--- src/rtl/nco_phase_gen.sv ---
// NCO phase generator: tuning-word accumulator feeding in-phase and quadrature
// 10-bit phase words to a cosine LUT. Define NCO_PHASE_DITHER_EN for LFSR dither.
module nco_phase_gen #(
  parameter int ACC_W = 24
) (
  input  logic             clk,
  input  logic             reset,
  input  logic             ce,
  input  logic [ACC_W-1:0] freq_in,
  input  logic             freq_valid,
  output logic             freq_ready,
  input  logic [9:0]       phase_ofs,
  input  logic             sync,
  output logic [9:0]       phase_i,
  output logic [9:0]       phase_q,
  output logic             phase_stb,
  output logic             wrap
);

  typedef enum logic {IDLE, PEND} state_t;

  state_t           state;
  logic [ACC_W-1:0] acc;
  logic [ACC_W-1:0] freq_cur;
  logic [ACC_W-1:0] freq_pend;

  logic [ACC_W:0]   sum_p0;
  logic [ACC_W-1:0] acc_next_p0;
  logic [ACC_W-1:0] acc_dith_p0;
  logic [9:0]       ph_p0;

  // Top 10 accumulator bits plus the static offset, wrapping modulo 1024.
  function automatic logic [9:0] phase_word(input logic [ACC_W-1:0] a,
                                            input logic [9:0]       ofs);
    return a[ACC_W-1 -: 10] + ofs;
  endfunction

  // Stage p0: accumulator step and phase word, combinational.
  always_comb begin
    sum_p0      = {1'b0, acc} + {1'b0, freq_cur};
    acc_next_p0 = sync ? '0 : sum_p0[ACC_W-1:0];
  end

`ifdef NCO_PHASE_DITHER_EN
  localparam int DW = ((ACC_W - 10) > 16) ? 16 : (ACC_W - 10);
  localparam logic [15:0] LFSR_SEED = 16'hACE1;

  logic [15:0]      lfsr;
  logic [ACC_W-1:0] dith_p0;

  // Galois form of x^16+x^14+x^13+x^11+1, shifting right.
  function automatic logic [15:0] lfsr_step(input logic [15:0] s);
    return s[0] ? ((s >> 1) ^ 16'hB400) : (s >> 1);
  endfunction

  always_comb begin
    dith_p0          = '0;
    dith_p0[DW-1:0]  = lfsr[DW-1:0];
  end

  always_ff @(posedge clk or posedge reset) begin
    if (reset)
      lfsr <= LFSR_SEED;
    else if (ce)
      lfsr <= sync ? LFSR_SEED : lfsr_step(lfsr);
  end

  // Dither only perturbs the truncated phase; the accumulator stays exact.
  assign acc_dith_p0 = acc_next_p0 + dith_p0;
`else
  assign acc_dith_p0 = acc_next_p0;
`endif

  assign ph_p0 = phase_word(acc_dith_p0, phase_ofs);

  // Stage p1: registered accumulator, outputs and tuning-word FSM.
  always_ff @(posedge clk or posedge reset) begin
    if (reset) begin
      state      <= IDLE;
      acc        <= '0;
      freq_cur   <= '0;
      freq_pend  <= '0;
      freq_ready <= 1'b1;
      phase_i    <= 10'h000;
      phase_q    <= 10'h300;
      phase_stb  <= 1'b0;
      wrap       <= 1'b0;
    end else begin
      if (ce) begin
        acc       <= acc_next_p0;
        wrap      <= sync ? 1'b0 : sum_p0[ACC_W];
        phase_i   <= ph_p0;
        phase_q   <= ph_p0 - 10'd256;
        phase_stb <= 1'b1;
      end else begin
        phase_stb <= 1'b0;
        wrap      <= 1'b0;
      end

      case (state)
        IDLE: begin
          if (freq_valid) begin
            // A stalled oscillator has no wrap to wait for, so load at once.
            if (freq_cur == '0) begin
              freq_cur <= freq_in;
            end else begin
              freq_pend  <= freq_in;
              state      <= PEND;
              freq_ready <= 1'b0;
            end
          end
        end
        PEND: begin
          if (ce && (sync || sum_p0[ACC_W])) begin
            freq_cur   <= freq_pend;
            state      <= IDLE;
            freq_ready <= 1'b1;
          end
        end
        default: begin
          state      <= IDLE;
          freq_ready <= 1'b1;
        end
      endcase
    end
  end

endmodule

--- config.mk ---
export PLATFORM = sky130hd
export DESIGN_NAME = nco_phase_gen
export DESIGN_NICKNAME = d
export VERILOG_FILES = /design/src/rtl/nco_phase_gen.sv
export SDC_FILE = /design/constraint.sdc
export NUM_CORES = 1
export LEC_CHECK = 0
export ABC_AREA = 1
export BUFFER_PORTS_ARGS = -buffer_cell sky130_fd_sc_hd__buf_2
export CAP_MARGIN = 15
export CORE_MARGIN = 5
export CORE_UTILIZATION = 40
export DETAILED_ROUTE_END_ITERATION = 6
export SYNTH_ARGS = -nofsm -noshare
export SYNTH_HDL_FRONTEND = slang
export SYNTH_SLANG_ARGS = --single-unit
--- constraint.sdc ---
create_clock -name clk -period 4.1 [get_ports clk]
set_clock_uncertainty 0.15 [all_clocks]
set_input_delay 0 -clock clk [delete_from_list [all_inputs] [get_ports clk]]
set_output_delay 0 -clock clk [all_outputs]
set_load 0.005 [all_outputs]
==> key figures <==
Synth
  – Post-synth net total: between 800 and 900
  – Unique masters post-synth: 46
  – Ys Warns: 0
  – Gate Count Post-Synth: approximately 740
  – Ys flop type: dfrtp_1
  – Syn_area_per_cell: 7.63 um2
  – Number of flops mapped to enable cells by yosys: 0
  – Mapped cell area: between 0.005 and 0.006 mm2
  – Post-synthesis sequential area ratio: 39.0%
  – #FFs+latches synth: 88
  – FFs w/ async S/R, synth: 100%

Floorplan
  – FP Rows: 43
  – Die height: between 100 and 150 um
  – Core area: 0.0139 mm2
  – Initial Util: about two fifths
  – Ports: 62
  – Die width: 129 um
  – Die area: 0.0166 mm2

Setup path
  – Crit. End Element: register
  – Crit Path Category: reg -> reg
  – Worst endpoint data arrival time: between 3000 and 4000 ps
  – Worst Path Required: between 4000 and 5000 ps
  – Crit-path max FO: 5
  – Crit start category: register

Power
  – Lkg Pwr: between 3 and 4 nW
  – Peak supply drop: about 0.4 mV
  – PnR Total Power: between 4 and 5 mW
  – Power density cells: 719 mW/mm2

Route
  – Via density: ~5
  – 1st-pass router iterations: 4
  – Detailed Route Iter0 Violations: a little over 200
  – Via count: slightly below 5k
  – WL per Instance: 13.9 um
  – Antenna Nets Post-Route: 0
  – Residual DRC: 0
  – DRT Wirelength: 13.9 mm

Outcome
  – Run status: finished, final reports clean

Clock tree
  – Setup bufs post-CTS: 0
  – H-Tree Depth: 3
  – Clk slew on worst S/H paths: 70 ps
  – CTS tree: yes
  – Clock buffer count from CTS: 9
  – Clk sinks: between 80 and 90
  – Clock Tree Buf Depth: 2
  – Clock Tree Root: clkbuf_16
  – Clock latency on the worst-skew pair: 350 ps

Timing
  – Fin crit share: 91.9%
  – Worst Tran Pin Value: around 950 ps
  – Slew margin rel.: 36.6%
  – Fin. Hold Viols: 0
  – Fmax: 265 MHz
  – RSZ-0062 raised after global routing: false
  – Fin crit period: 3770 ps
  – Fin. max-slew vios: 0
  – Setup Viol. Count Final: 0
  – Setup_tns: 0 ps

Global route
  – Largest net degree at the start of global routing: 55
  – Initial antenna violation count: 0
  – First-pass GRT wire length: approximately 23 mm
  – Via count of the first global-routing pass: about 5k
  – Tot GR Track Use: ~17%
  – Gr ovfl total: 0

Worst hold path
  – HP Class: in -> reg

Placement
  – Post-DP HPWL: 10.4 mm
  – Port Buffers: 61
  – RD Place Congestion: 0.943

Run
  – Max-cap violation count: 0

Layout
  – Area growth syn-to-layout: 17.1%
  – Share of cells above drive strength 1: about 17%
  – Final #Nets: 892
  – Diodes inserted: 0
-- what timing repair did --
action / in CTS / in global routing
hold buffers: 32 / 0
setup endpoints to repair: 0 / 4
gates resized for setup: 0 / 5
hold endpoints to repair: 117 / 0
-- path summary, 6_finish.rpt --
path	from	to	slack, ps	cells after the start
min	phase_ofs[2]	phase_i[2]$_DFFE_PP0P_	30	4
max	freq_cur[0]$_DFFE_PP0P_	phase_i[7]$_DFFE_PP0P_	330	22
min in group asynchronous	reset	freq_pend[23]$_DFFE_PP0P_	220	3
max reg2reg	freq_cur[0]$_DFFE_PP0P_	phase_i[7]$_DFFE_PP0P_	330	22
max in group asynchronous	reset	phase_q[8]$_DFFE_PP1P_	2550	4
min reg2reg	phase_q[8]$_DFFE_PP1P_	phase_q[8]$_DFFE_PP1P_	320	2
-- stage by stage --
stage	setup WS [ps]	cell area (um2)	utilization, %	hold WS, ps	instances
after floorplan	672	5660	-	-119	742
after global placement	352	6010	43.3	83.2	955
after detailed placement	213	6010	43.3	83.0	955
after CTS	191	6610	47.6	5.70	1003
after global routing	6.03	6630	47.8	66.4	1003
final	333	6630	47.8	31.8	1003
-- critical path, stage by stage, from the launching register on --
cell and delay, ps:
dfrtp_1 370, ha_1 180, inv_1 60, fa_1 440
o21ai_4 240, a21boi_2 110, inv_1 70, nand2_1 40
nand2_1 100, nand2_1 60, nand2_1 90, nand2_1 80
nand3b_1 80, nand2_1 50, nor2_1 190, ha_1 310
a21oi_1 170, o21ai_1 130, a21oi_2 190, nor2_1 60
nor2_1 110, xor2_1 230, o21ai_0 100
-- per-layer routing --
layer | up-vias | track usage, % | part of all wire [%]
met2 | 123 | 27.5 | 44
met3 | 21 | 2.82 | 5.4
met5 | - | 0 | 0
met1 | 2237 | 24.7 | 48
met4 | 0 | 5.50 | 2.0
li1 | 2549 | - | -
-- final cells by class --
class	count	area, um2
Fill cell	1384	7250
Multi-Input combinational cell	528	2910
Sequential cell	88	2210
Timing Repair Buffer	97	656
Inverter	94	354
Clock buffer	11	243
Tap cell	180	225
Clock inverter	5	38.8
-- logic make-up after synthesis --
kind of cell	synth area share, %
and+or+nand+nor	25.8
DFF	39.0
AOI/OAI and AO/OA	15.6
buffers and inverters	9.95
xor gates and xnor gates	1.70
adders and majority gates	8.00
-- synthesized netlist by cell type (3+ instances only) --
master	n	share of area, %
inv_2	6	0.40
inv_1	86	5.7
buf_12	3	1.1
o21ai_1	4	0.35
buf_4	8	1.1
o31ai_1	5	0.66
nand2_2	24	2.7
nor3_1	5	0.44
nor4_1	3	0.33
xor2_1	10	1.5
o21ai_0	69	6.1
ha_1	33	7.3
a21oi_1	33	2.9
o21ai_2	18	2.8
dfrtp_1	85	38
clkbuf_1	13	0.86
nor2_1	39	2.6
a32o_1	3	0.53
or2_2	4	0.44
nand3_1	30	2.7
o21bai_1	4	0.53
nand4_1	8	0.88
buf_1	4	0.27
nand2_1	210	14
nand3b_1	3	0.40
dfstp_2	3	1.4
buf_2	3	0.27
-- placed cells by master, fill, tap and decap left out, types with 6 or more instances in the layout --
master and count:
a21oi_1 32, dlygate4sd3_1 32, nor2_1 39, nand4_1 8
ha_1 33, o21ai_2 18, inv_2 6, nand3_1 30
buf_2 61, inv_1 85, o21ai_0 67, nand2_2 24
dfrtp_1 85, xor2_1 10, nand2_1 210, clkbuf_16 9
-- power by group --
part / total (mW) / internal [mW] / switching [mW] / leakage, nW
logic: 2.45 / 0.939 / 1.51 / 2.21
clock network: 0.792 / 0.432 / 0.360 / 0.137
registers: 1.52 / 1.26 / 0.258 / 1.10
total: 4.76 / 2.64 / 2.13 / 3.45
-- flip-flops by register name, summed over array words and instances (netlist names) --
register and count:
phase_q 2, phase_i 10, wrap 1, freq_ready 1, state 1, freq_pend 24
acc 24, phase_stb 1, freq_cur 24
Power figures use the tool's default switching activity.
